## config.mk

```make
export PLATFORM = sky130hd
export DESIGN_NAME = led_out_device_flat
export DESIGN_NICKNAME = d
export VERILOG_FILES = /design/src/rtl/led_out_device_pkg.sv /design/src/rtl/led_out_device_if.sv /design/src/rtl/led_out_device_fifo.sv /design/src/rtl/led_out_device.sv /design/src/flat_wrapper.sv
export SDC_FILE = /design/constraint.sdc
export NUM_CORES = 1
export LEC_CHECK = 0
export ABC_AREA = 0
export CAP_MARGIN = 20
export CORE_MARGIN = 2
export CORE_UTILIZATION = 50
export CTS_BUF_LIST = sky130_fd_sc_hd__clkbuf_8
export DETAILED_ROUTE_END_ITERATION = 6
export GPL_TIMING_DRIVEN = 0
export HOLD_SLACK_MARGIN = 0.03
export PLACE_DENSITY = 0.87
export SLEW_MARGIN = 20
export SYNTH_ARGS = -nofsm -noshare
export SYNTH_HDL_FRONTEND = slang
export SYNTH_SLANG_ARGS = --single-unit
```

## constraint.sdc

```tcl
create_clock -name clk -period 5.8 [get_ports clk]
set_clock_uncertainty 0.15 [all_clocks]
set_input_delay 1.16 -clock clk [delete_from_list [all_inputs] [get_ports clk]]
set_output_delay 1.16 -clock clk [all_outputs]
set_load 0.005 [all_outputs]
```

## src/rtl/led_out_device_pkg.sv

```systemverilog
// Shared constants for the memory-mapped I/O devices: control-register bit
// positions (common to the switch, key and LED devices) and the LED display FSM states.
package led_out_device_pkg;

  localparam int unsigned READY_BIT   = 0;
  localparam int unsigned BUSY_BIT    = 1;
  localparam int unsigned OVERRUN_BIT = 2;
  localparam int unsigned DUTY_LSB    = 4;
  localparam int unsigned DUTY_WIDTH  = 4;
  localparam int unsigned IE_BIT      = 8;

  typedef enum logic {
    IDLE = 1'b0,
    HOLD = 1'b1
  } dispState_t;

endpackage

```

## src/rtl/led_out_device_if.sv

```systemverilog
// CPU data-bus view of a memory-mapped device: strobes, address, both data
// directions and the level-sensitive interrupt request.
interface led_out_device_if #(
  parameter int unsigned BITS = 32
);
  logic            we;
  logic            re;
  logic [BITS-1:0] memAddr;
  logic [BITS-1:0] dataBusIn;
  logic [BITS-1:0] dataBusOut;
  logic            intr;

  modport master (
    output we, re, memAddr, dataBusIn,
    input  dataBusOut, intr
  );

  modport slave (
    input  we, re, memAddr, dataBusIn,
    output dataBusOut, intr
  );
endinterface

```

## src/rtl/led_out_device_fifo.sv

```systemverilog
// Synchronous FIFO used to queue LED patterns; DEPTH must be a power of two so
// the pointers wrap naturally, and the extra count bit separates full from empty.
module led_fifo #(
  parameter int unsigned WIDTH = 10,
  parameter int unsigned DEPTH = 4
) (
  input  logic                       clk,
  input  logic                       reset,
  input  logic                       push,
  input  logic                       pop,
  input  logic [WIDTH-1:0]           din,
  output logic [WIDTH-1:0]           dout,
  output logic                       full,
  output logic                       empty,
  output logic [$clog2(DEPTH):0]     count
);
  localparam int unsigned AW = $clog2(DEPTH);
  localparam int unsigned CW = AW + 1;

  logic [WIDTH-1:0] mem [DEPTH];
  logic [AW-1:0]    rdPtr;
  logic [AW-1:0]    wrPtr;
  logic             doPush;
  logic             doPop;

  assign full   = (count == CW'(DEPTH));
  assign empty  = (count == '0);
  assign doPush = push & ~full;
  assign doPop  = pop & ~empty;
  assign dout   = mem[rdPtr];

  always_ff @(posedge clk) begin
    if (reset) begin
      rdPtr <= '0;
      wrPtr <= '0;
      count <= '0;
    end else begin
      if (doPush) wrPtr <= wrPtr + AW'(1);
      if (doPop)  rdPtr <= rdPtr + AW'(1);
      case ({doPush, doPop})
        2'b10:   count <= count + CW'(1);
        2'b01:   count <= count - CW'(1);
        default: count <= count;
      endcase
    end
  end

  always_ff @(posedge clk) begin
    if (doPush) mem[wrPtr] <= din;
  end

endmodule

```

## src/rtl/led_out_device.sv

```systemverilog
// Memory-mapped LED output device: CPU writes queue patterns in a FIFO, each
// shown for at least HOLD_TIME cycles. Define LED_PWM_EN for duty-cycle dimming.
module led_out_device
  import led_out_device_pkg::*;
#(
  parameter int unsigned     LED_WIDTH  = 10,
  parameter int unsigned     BITS       = 32,
  parameter logic [BITS-1:0] BASE       = 32'hF0000000,
  parameter logic [BITS-1:0] CTRL_BASE  = 32'hF0000100,
  parameter int unsigned     FIFO_DEPTH = 4,
  parameter int unsigned     HOLD_TIME  = 16
) (
  input  logic                 clk,
  input  logic                 reset,
  led_out_device_if.slave      bus,
  output logic [LED_WIDTH-1:0] ledr
);
  localparam int unsigned HCW = $clog2(HOLD_TIME + 1);
  localparam int unsigned FCW = $clog2(FIFO_DEPTH) + 1;

  logic                 dataWr, dataRd, ctrlWr, ctrlRd;
  logic                 fifoFull, fifoEmpty, pop;
  logic [FCW-1:0]       fifoCount;
  logic [LED_WIDTH-1:0] fifoHead;
  logic [LED_WIDTH-1:0] pattern;
  logic [HCW-1:0]       holdCnt;
  logic                 overrun, ie, intrReg;
  logic [BITS-1:0]      ctrl;
  dispState_t           state, nextState;

  assign dataWr = bus.we & (bus.memAddr == BASE);
  assign dataRd = bus.re & ~bus.we & (bus.memAddr == BASE);
  assign ctrlWr = bus.we & (bus.memAddr == CTRL_BASE);
  assign ctrlRd = bus.re & ~bus.we & (bus.memAddr == CTRL_BASE);

  led_fifo #(
    .WIDTH (LED_WIDTH),
    .DEPTH (FIFO_DEPTH)
  ) u_fifo (
    .clk   (clk),
    .reset (reset),
    .push  (dataWr),
    .pop   (pop),
    .din   (bus.dataBusIn[LED_WIDTH-1:0]),
    .dout  (fifoHead),
    .full  (fifoFull),
    .empty (fifoEmpty),
    .count (fifoCount)
  );

  always_ff @(posedge clk) begin
    if (reset) state <= IDLE;
    else       state <= nextState;
  end

  always_comb begin
    nextState = state;
    case (state)
      IDLE:    if (!fifoEmpty) nextState = HOLD;
      HOLD:    if (holdCnt == HCW'(HOLD_TIME - 1)) nextState = IDLE;
      default: nextState = IDLE;
    endcase
  end

  always_comb begin
    pop = 1'b0;
    if (state == IDLE && !fifoEmpty) pop = 1'b1;
  end

  always_ff @(posedge clk) begin
    if (reset) begin
      pattern <= '0;
      holdCnt <= '0;
    end else if (pop) begin
      pattern <= fifoHead;
      holdCnt <= '0;
    end else if (state == HOLD) begin
      holdCnt <= holdCnt + HCW'(1);
    end
  end

  // A write to a full FIFO is dropped even if the display pops that same cycle.
  always_ff @(posedge clk) begin
    if (reset) begin
      overrun <= 1'b0;
      ie      <= 1'b0;
    end else begin
      if (dataWr && fifoFull)                          overrun <= 1'b1;
      else if (ctrlWr && !bus.dataBusIn[OVERRUN_BIT])  overrun <= 1'b0;
      if (ctrlWr) ie <= bus.dataBusIn[IE_BIT];
    end
  end

  always_ff @(posedge clk) begin
    if (reset) intrReg <= 1'b0;
    else       intrReg <= ie & ~fifoFull;
  end
  assign bus.intr = intrReg;

`ifdef LED_PWM_EN
  logic [DUTY_WIDTH-1:0] duty;
  logic [DUTY_WIDTH-1:0] pwmCnt;

  always_ff @(posedge clk) begin
    if (reset) begin
      duty   <= '1;
      pwmCnt <= '0;
    end else begin
      pwmCnt <= pwmCnt + DUTY_WIDTH'(1);
      if (ctrlWr) duty <= bus.dataBusIn[DUTY_LSB +: DUTY_WIDTH];
    end
  end

  assign ledr = pattern & {LED_WIDTH{pwmCnt <= duty}};
`else
  assign ledr = pattern;
`endif

  always_comb begin
    ctrl              = '0;
    ctrl[READY_BIT]   = ~fifoFull;
    ctrl[BUSY_BIT]    = (state == HOLD) | ~fifoEmpty;
    ctrl[OVERRUN_BIT] = overrun;
    ctrl[IE_BIT]      = ie;
`ifdef LED_PWM_EN
    ctrl[DUTY_LSB +: DUTY_WIDTH] = duty;
`endif
  end

  always_comb begin
    bus.dataBusOut = '0;
    if (dataRd)      bus.dataBusOut = BITS'(pattern);
    else if (ctrlRd) bus.dataBusOut = ctrl;
  end

endmodule

```

## src/flat_wrapper.sv

```systemverilog
// flat-port wrapper written by rule: the top's interface ports become plain ports
module led_out_device_flat import led_out_device_pkg::*;
#(
  parameter int unsigned     LED_WIDTH  = 10,
  parameter int unsigned     BITS       = 32,
  parameter logic [BITS-1:0] BASE       = 32'hF0000000,
  parameter logic [BITS-1:0] CTRL_BASE  = 32'hF0000100,
  parameter int unsigned     FIFO_DEPTH = 4,
  parameter int unsigned     HOLD_TIME  = 16
)
  (clk, reset, ledr, bus_we, bus_re, bus_memAddr, bus_dataBusIn, bus_dataBusOut, bus_intr);
  led_out_device_if #(.BITS(BITS)) bus_i ();
  input  logic clk;
  input  logic reset;
  output logic [LED_WIDTH-1:0] ledr;
  input wire logic [$bits(bus_i.we)-1:0] bus_we;
  input wire logic [$bits(bus_i.re)-1:0] bus_re;
  input wire logic [$bits(bus_i.memAddr)-1:0] bus_memAddr;
  input wire logic [$bits(bus_i.dataBusIn)-1:0] bus_dataBusIn;
  output wire logic [$bits(bus_i.dataBusOut)-1:0] bus_dataBusOut;
  output wire logic [$bits(bus_i.intr)-1:0] bus_intr;
  assign bus_i.we = bus_we;
  assign bus_i.re = bus_re;
  assign bus_i.memAddr = bus_memAddr;
  assign bus_i.dataBusIn = bus_dataBusIn;
  assign bus_dataBusOut = bus_i.dataBusOut;
  assign bus_intr = bus_i.intr;
  led_out_device #(.LED_WIDTH(LED_WIDTH), .BITS(BITS), .BASE(BASE), .CTRL_BASE(CTRL_BASE), .FIFO_DEPTH(FIFO_DEPTH), .HOLD_TIME(HOLD_TIME)) u_core (.clk(clk), .reset(reset), .bus(bus_i), .ledr(ledr));
endmodule
```

## Word level (Yosys, flattened, before mapping)

Memory sizes are Yosys's and may differ from the RTL's. A register that Yosys moved wholly into a read port is not among the register bits.
Index checks and enable logic that the tools add are counted.
W data, S select, Z words.

- Register bits after elaboration: 16
- Bits in writable memories: 40
- Logic and storage cells: 53
- Memories kept: 1

- $add $sub $neg: 5
- Eq/ne operators: 6
- Muxes and demuxes: 11
- Bitwise logic cells: 13
- Reduce and logical (&&, ||, !) cells: 9

Memory list:

| memory | depth | bits a word | read ports | clocked after memory_dff | wr ports | line | source |
|---|---|---|---|---|---|---|---|
| u_core.u_fifo.mem | 4 | 10 | 1 | 1 | 1 | led_out_device_fifo.sv:20 | `logic [WIDTH-1:0] mem [DEPTH];` |

Operators with widths:

| operator | number |
|---|---|
| $eq A32 B32 Y1 const B | 2 |
| $mux W32 | 1 |
| $mux W9 | 1 |
| $and A1 B1 Y1 | 8 |
| $mux W1 | 7 |
| $pmux W3 S2 | 1 |
| $add A5 B1 Y5 const B | 1 |
| $eq A5 B4 Y1 const B | 1 |
| $add A2 B1 Y2 const B | 2 |
| $not A1 Y1 | 4 |
| $reduce_bool A2 Y1 | 2 |
| $add A3 B1 Y3 const B | 1 |
| $eq A3 B3 Y1 const B | 1 |
| $logic_and A1 B1 Y1 | 3 |
| $logic_not A3 Y1 | 1 |
| $sub A3 B1 Y3 const B | 1 |
| $eq A2 B1 Y1 const B | 1 |
| $eq A2 B2 Y1 const B | 1 |
| $logic_not A1 Y1 | 2 |
| $pmux W1 S2 | 1 |
| $reduce_or A2 Y1 | 1 |
| $or A1 B1 Y1 | 1 |

## Longest topological paths before layout

Gate-level depths: netlist (run 1).

- Depth after elaboration: 7
- Gate-level depth with buffers: 11
- Mapped depth without buffers: 10

## Cells and area by module

A second synthesis (run 1) with hierarchy kept.

- Cell total of the unflattened synthesis: 248
- Area, all modules: 3080.5 µm²

By module, submodules not included:

| module | instances | cells an instance | area each (µm²) |
|---|---|---|---|
| led_fifo | 1 | 106 | 1919.3 |
| led_out_device | 1 | 142 | 1161.1 |

## Least setup slack after synthesis (run 1)

No wires, ideal clock.

- Path type: input port to output port
- Start point: in bus_memAddr[18]
- End point: out bus_dataBusOut[1]
- Arrival time: 2297 ps
- Data required time: 4490 ps
- Path slack: 2193 ps
- Cell stages on the path: 4
- Path through: nor4b_2 nand4_2 or3_4 a211oi_1

- Cells in the longest elaborated chain, start to end: 4

RTL lines:

| element | line | source |
|---|---|---|
| from (decl) | flat_wrapper.sv:18 | `input wire logic [$bits(bus_i.memAddr)-1:0] bus_memAddr;` |
| $eq A32 B32 Y1 | led_out_device.sv:34 | `assign ctrlRd = bus.re & ~bus.we & (bus.memAddr == CTRL_BASE);` |
| $and A1 B1 Y1 | led_out_device.sv:34 |  |
| $mux W9 | led_out_device.sv:133 | `else if (ctrlRd) bus.dataBusOut = ctrl;` |
| $mux W32 (*) | led_out_device.sv:132 | `if (dataRd) bus.dataBusOut = BITS'(pattern);` |
| to (decl) | flat_wrapper.sv:20 | `output wire logic [$bits(bus_i.dataBusOut)-1:0] bus_dataBusOut;` |

Every way passes the cells marked *; elsewhere a longest branch is shown, timed or not.

## Worst setup path after layout (run 1)

- Start point: in bus_memAddr[9]
- End point: out bus_dataBusOut[7]

- Cells in the longest elaborated chain, start to end: 3

RTL lines:

| element | line | source |
|---|---|---|
| $eq A32 B32 Y1 | led_out_device.sv:32 | `assign dataRd = bus.re & ~bus.we & (bus.memAddr == BASE);` |
| $and A1 B1 Y1 | led_out_device.sv:32 |  |
| $mux W32 | led_out_device.sv:132 |  |

No other way between the ends.

==> results of run 1 <==
[per-stage QoR]
stage / hold WS, ns / utilization (%) / total power, mW / setup slack, ns
finish: 0.3161 / 68.81 / 0.9627 / 0.9969
CTS: 0.3222 / 68.81 / 0.9635 / 1.004
global route: 0.3515 / 68.81 / 0.9925 / 0.9046
detailed placement: 0.3127 / 65.28 / 0.5670 / 1.020
global placement: 0.3097 / 65.28 / 0.5655 / 1.029
floorplan: 0.2922 / - / 0.5294 / 2.193
[cell families (layout without fill, tap and decap cells)]
| group | Yosys count | count (layout) | synth area share (%) |
|---|---|---|---|
| AND/OR/NAND/NOR | 80 | 80 | 17.02 |
| flip-flops | 66 | 66 | 56.42 |
| buffers and inverters | 39 | 119 | 7.626 |
| AO/OA/AOI/OAI | 23 | 23 | 4.592 |
| multiplexers | 14 | 14 | 8.692 |
| adder cells (fa/ha/maj) | 8 | 8 | 3.526 |
| XOR/XNOR | 7 | 7 | 2.009 |
| other | 1 | 22 | 0.1229 |
[layout by cell type, fill, tap and decap left out, drive strengths merged, types with 4 or more instances in the layout]
cell and n:
dfxtp 26, edfxtp 40, nand2b 4, clkinv 5, nand2 22, and2 10
buf 25, nor3 6, mux2i 4, ha 7, conb 22, clkdlybuf4s50 64
nor4 7, a21oi 15, inv 8, nor2 11, nand4 7, clkbuf 15
mux4 10, xor2 4
[critical path, cell delays in order]
cell and delay [ns]:
clkdlybuf4s50_1 0.41, nor4b_2 0.35, nand4_2 0.22, nor4_2 0.60, and2_1 0.24, clkdlybuf4s50_1 0.50
[registers in the layout, indices dropped and copies added, names as in the netlist]
signal,flops
u_core.bus.intr,1
u_core.holdCnt,5
u_core.ie,1
u_core.ledr,10
u_core.overrun,1
u_core.state,1
u_core.u_fifo.count,3
u_core.u_fifo.mem,40
u_core.u_fifo.rdPtr,2
u_core.u_fifo.wrPtr,2
[worst paths after layout]
path | start | endpoint | slack [ns]
worst min-delay path | u_core.ledr[9] | u_core.ledr[9] | 0.32
worst max register to register | u_core.u_fifo.count[0] | u_core.u_fifo.count[2] | 3.04
worst max-delay path | bus_memAddr[9] | bus_dataBusOut[7] | 1.0
worst min register to register | u_core.ledr[9] | u_core.ledr[9] | 0.32
[routing by layer]
metal | GRT usage, % | share of wire (%) | vias up
met4 | 7.667 | 1.9 | 0
met2 | 35.04 | 53 | 67
met1 | 23.92 | 40 | 978
met5 | 0 | 0 | -
li1 | - | - | 1018
met3 | 4.022 | 5.3 | 13
[power breakdown]
| part | internal, mW | switching, mW | total, mW |
|---|---|---|---|
| Sequential | 0.496 | 0.000000000545 | 0.496 |
| Combinational | 0.0388 | 0.0221 | 0.0610 |
| Clock | 0.237 | 0.168 | 0.406 |
| Total | 0.772 | 0.190 | 0.963 |
[layout make-up]
class | count | share of cell area (%)
repair buffers | 64 | 15.72
well taps | 75 | 2.303
flip-flops and latches | 66 | 42.26
clock buffers | 9 | 3.041
multi-input cells | 154 | 28.87
inverters | 8 | 0.7371
clock inverters | 7 | 2.088
plain buffers | 31 | 4.975
==> results.cfg, run 1 <==
[clock_network]
cts_hold_buf = 0
ctsResizeCount = 0
ctsRootBufferMaster = clkbuf_8
cts_tree = built
clock-sinks = 66
numCtsBuffers = 9
post_cts_buffers = 0
insertion_delay_ns = 0.33
h-tree-depth = 3
clk_pin_slew_ns = 0.07
clockBufferDepth = 2

[cells_and_area]
syn2layout_area_growth_pct = 33.50
seqCellArea_mm2 = 0.001722
layout-drive-gt1-share_pct = 17.99
nets = 410
antenna_cells = 0
fin_area_mm2 = 0.004074
multi_input_area_mm2 = 0.001176
finalNonFillerCells = 414
fill_cells = 423

[logic_synthesis]
synth_edf_count = 40
ys_warn_count = 0
syn-mean-instance-area_um2 = 12.82
synth_top_area_share_pct = 39.36
synthTopCellsByArea = edfxtp_1 (39%), dfxtp_1 (17%), mux4_2 (7.4%)
syn_area_mm2 = 0.003052
synth-main-ff-cell = edfxtp_1
syn_inst = 238
synth_seq_cells = 66
ys_seq_area_share_pct = 56.42
synth_commonest_cells = edfxtp_1 (40), dfxtp_1 (26), buf_4 (22), nand2_1 (22), a21oi_1 (15)
yosysTopAreaCell = edfxtp_1
synth.most_common_cell = edfxtp_1
synthArstFlopShare_pct = 0
yosysUniqueCellTypes = 40

[timing]
grt_setup_unrepaired = false
hold_viol = 0
finalSetupTns_ns = 0
slew_violations = 0
setup_viol = 0
timing.final.crit_share_pct = 82.81
worstMarginPinSlew_ns = 0.6135
relSlewSlack_pct = 59.10
post-route-min-period_ns = 4.803
fmax_ghz = 0.2082

[run]
maxCapViolations = 0

[placement]
postPlaceCellArea_mm2 = 0.003865
routabilityCongestion = 0.7353
dp.cells = 398
hpwl_mm = 4.622
port_buffers = 64

[setup_path]
critical_path.endpoint_type = output port
required_ns = 4.49
cp.arrival_ns = 3.49
worstRegToRegCells = 10
path_max_fanout = 6
criticalPathCategory = input port to output port
worstSetupStartpointType = input port

[drt]
ant_nets = 0
wire_per_inst_um = 15.14
drt-total-wl_mm = 6.270
num_vias = 2076
drc = 0
drt_iter0_markers = 127
viasPerCell = 5.014
first_pass_iters = 6

[power_and_ir_drop]
p_leak_nw = 1.441
p_per_area_mw_per_mm2 = 236.3
peakVddDrop_uv = 205.8

[floorplan]
start_util_pct = 51.54
io_pins = 111
die_y_um = 82.13
core_mm2 = 0.005921
dieArea_mm2 = 0.006745
row_count = 28
die_w_um = 82.13

[global_route]
overflow = 0
antenna_found_initial = 0
grt_pass1_wl_mm = 9.729
grt_pass1_vias = 2024
grt.total_usage_pct = 19.85
grt_max_degree = 12

[status]
outcome = complete, no violations

[hold_path]
hold_class = register to register
whs_path_depth = 2
Note: power is estimated with default switching activity, not from simulation.
==> run 2, diff against run 1 <==
--- a/config.mk
+++ b/config.mk
@@ -8,12 +8,12 @@
 export ABC_AREA = 0
 export CAP_MARGIN = 20
 export CORE_MARGIN = 2
-export CORE_UTILIZATION = 50
+export CORE_UTILIZATION = 42
 export CTS_BUF_LIST = sky130_fd_sc_hd__clkbuf_8
 export DETAILED_ROUTE_END_ITERATION = 6
 export GPL_TIMING_DRIVEN = 0
 export HOLD_SLACK_MARGIN = 0.03
-export PLACE_DENSITY = 0.87
+export PLACE_DENSITY = 0.78
 export SLEW_MARGIN = 20
 export SYNTH_ARGS = -nofsm -noshare
 export SYNTH_HDL_FRONTEND = slang
==> constraint.sdc (replaced) <==
create_clock -name clk -period 4.35 [get_ports clk]
set_clock_uncertainty 0.15 [all_clocks]
set_input_delay 0.87 -clock clk [delete_from_list [all_inputs] [get_ports clk]]
set_output_delay 0.87 -clock clk [all_outputs]
set_load 0.005 [all_outputs]
==> run 2 against run 1 <==
Net effect:
- register-to-register slack worse by 1.6 ns
- die area increased by 18%
- largest power group unchanged
- cell area grew 1.7%
- sequential power rose by 33%
- cell count up 5.8%
- clock power is 52% higher
- sequential share of layout area decreased by 0.71 points
- non-clock buffer count unchanged
- via count up 0.29%
- critical path depth stayed put
- sequential cell count did not move
==> results.cfg, run 2 (same netlist as run 1, synthesis figures left out) <==
[setup_path]
criticalPathCategory = input port to output port
crit_chain = clkdlybuf4s50_1 -> nor4_2 -> nand4_2 -> or3_4 -> a211oi_1 -> clkdlybuf4s50_1
cp_top_family = simple AND/OR/NAND/NOR gates
cp.buffers_inverters = 2
critical_path.endpoint_type = output port
crit_path_max_incr_delay_ns = 0.55
worstSetupStartpointType = input port
path_max_fanout = 6
slowest_stage = clkdlybuf4s50_1
cp.arrival_ns = 3.16
cp_common_cell = clkdlybuf4s50_1
required_ns = 3.33

[floorplan]
io_pins = 111
dieArea_mm2 = 0.007964
die_w_um = 89.24
start_util_pct = 42.76
row_count = 31
die_y_um = 89.24
core_mm2 = 0.007137

[hold_path]
hold_class = register to register

[timing]
finalSetupTns_ns = 0
post-route-min-period_ns = 4.176
timing.final.crit_share_pct = 96.00
setup_slack_ns = 0.1741
slew_violations = 0
fmax_ghz = 0.2395
hold_viol = 0
grt_setup_unrepaired = false
relSlewSlack_pct = 51.48
setup_viol = 0
worstMarginPinSlew_ns = 0.7262

[global_route]
overflow = 0
grt_pass1_vias = 2037
antenna_found_initial = 0
grt.total_usage_pct = 17.07
grt_max_degree = 13
grt_pass1_wl_mm = 9.832

[cells_and_area]
fin_area_mm2 = 0.004144
nets = 410
mostFrequentLayoutCells = clkdlybuf4s50_1 (64), edfxtp_1 (40), dfxtp_1 (26)
layout-drive-gt1-share_pct = 18.58
largest_reg_flops = 40
syn2layout_area_growth_pct = 35.79
layout_commonest_cell = clkdlybuf4s50_1
antenna_cells = 0
utilization_pct = 58.06
top_register = u_core.u_fifo.mem

[drt]
drt-total-wl_mm = 6.405
first_pass_iters = 4
drc = 0
num_vias = 2082
wire_per_inst_um = 14.62
viasPerCell = 4.753
ant_nets = 0
drt_iter0_markers = 108

[placement]
preCtsSetupSlack_ns = 0.1017
postPlaceCellArea_mm2 = 0.003895
hpwl_mm = 4.672
port_buffers = 64
routabilityCongestion = 0.7420

[clock_network]
clockBufferDepth = 2
ctsRootBufferMaster = clkbuf_8
clock-sinks = 66
numCtsBuffers = 9
clk_pin_slew_ns = 0.07
h-tree-depth = 3
insertion_delay_ns = 0.34
cts_tree = built
post_cts_buffers = 0

[run]
maxCapViolations = 0

[power_and_ir_drop]
peakVddDrop_uv = 201.9
p_per_area_mw_per_mm2 = 328.2
p_leak_nw = 1.459

[status]
outcome = complete, no violations
-- run 2: cell types whose count changed in the layout (fill, tap and decap cells not counted) --
cell       change
bufinv_16      +1
clkinv_1       -1
inv_1          -1
inv_6          +1
nor4_2         -1
nor4_4         +1
-- run 2: path summary, 6_finish.rpt --
kind                           from                      to  slack (ns)  depth (start not counted)
max                 bus_memAddr[25]       bus_dataBusOut[1]        0.17                          6
min                  u_core.ledr[4]          u_core.ledr[4]        0.32                          2
max reg2reg  u_core.u_fifo.count[2]  u_core.u_fifo.count[2]        1.47                         10
min reg2reg          u_core.ledr[4]          u_core.ledr[4]        0.32                          2
-- run 2: metrics by stage --
stage / instances / hold slack [ns] / total power [mW]
2_1_floorplan: 259 / 0.2922 / 0.7059
3_3_place_gp: 422 / 0.3035 / 0.7538
3_5_place_dp: 422 / 0.3087 / 0.7564
4_1_cts: 438 / 0.3182 / 1.371
5_1_grt: 438 / 0.3378 / 1.404
6_report: 438 / 0.3208 / 1.360
-- run 2: per-layer routing --
metal  global-route usage (%)  up-vias  share of wire [%]
met4                    5.970        0                1.4
met5                        0        -                  0
met3                    6.556        9                5.8
met2                    30.30       71                 54
met1                    18.59      987                 38
li1                         -     1015                  -
-- run 2: cell type report --
| cell class | count | area [um2] |
|---|---|---|
| fillers | 587 | 2993 |
| clock inverters | 7 | 116.4 |
| repair buffers | 64 | 640.6 |
| clock buffers | 9 | 123.9 |
| flip-flops and latches | 66 | 1722 |
| multi-input cells | 154 | 1185 |
| plain buffers | 31 | 202.7 |
| inverters | 8 | 30.03 |
| well taps | 99 | 123.9 |
-- run 2: worst min-delay path: stages (launching register included) --
cell	delay, ns
dfxtp_1	0.32
nand2_1	0.05
a21oi_1	0.05
-- run 2: power breakdown --
group          total (mW)  switching [mW]  internal (mW)
combinational      0.0824          0.0306         0.0518
clock               0.616           0.236          0.380
sequential          0.661  0.000000000715          0.661
-- run 2: repair_timing --
action                                  in CTS  in global routing
resized for setup                            0                  1
endpoints found under the setup margin       0                  6
hold buffers                                 0                  0
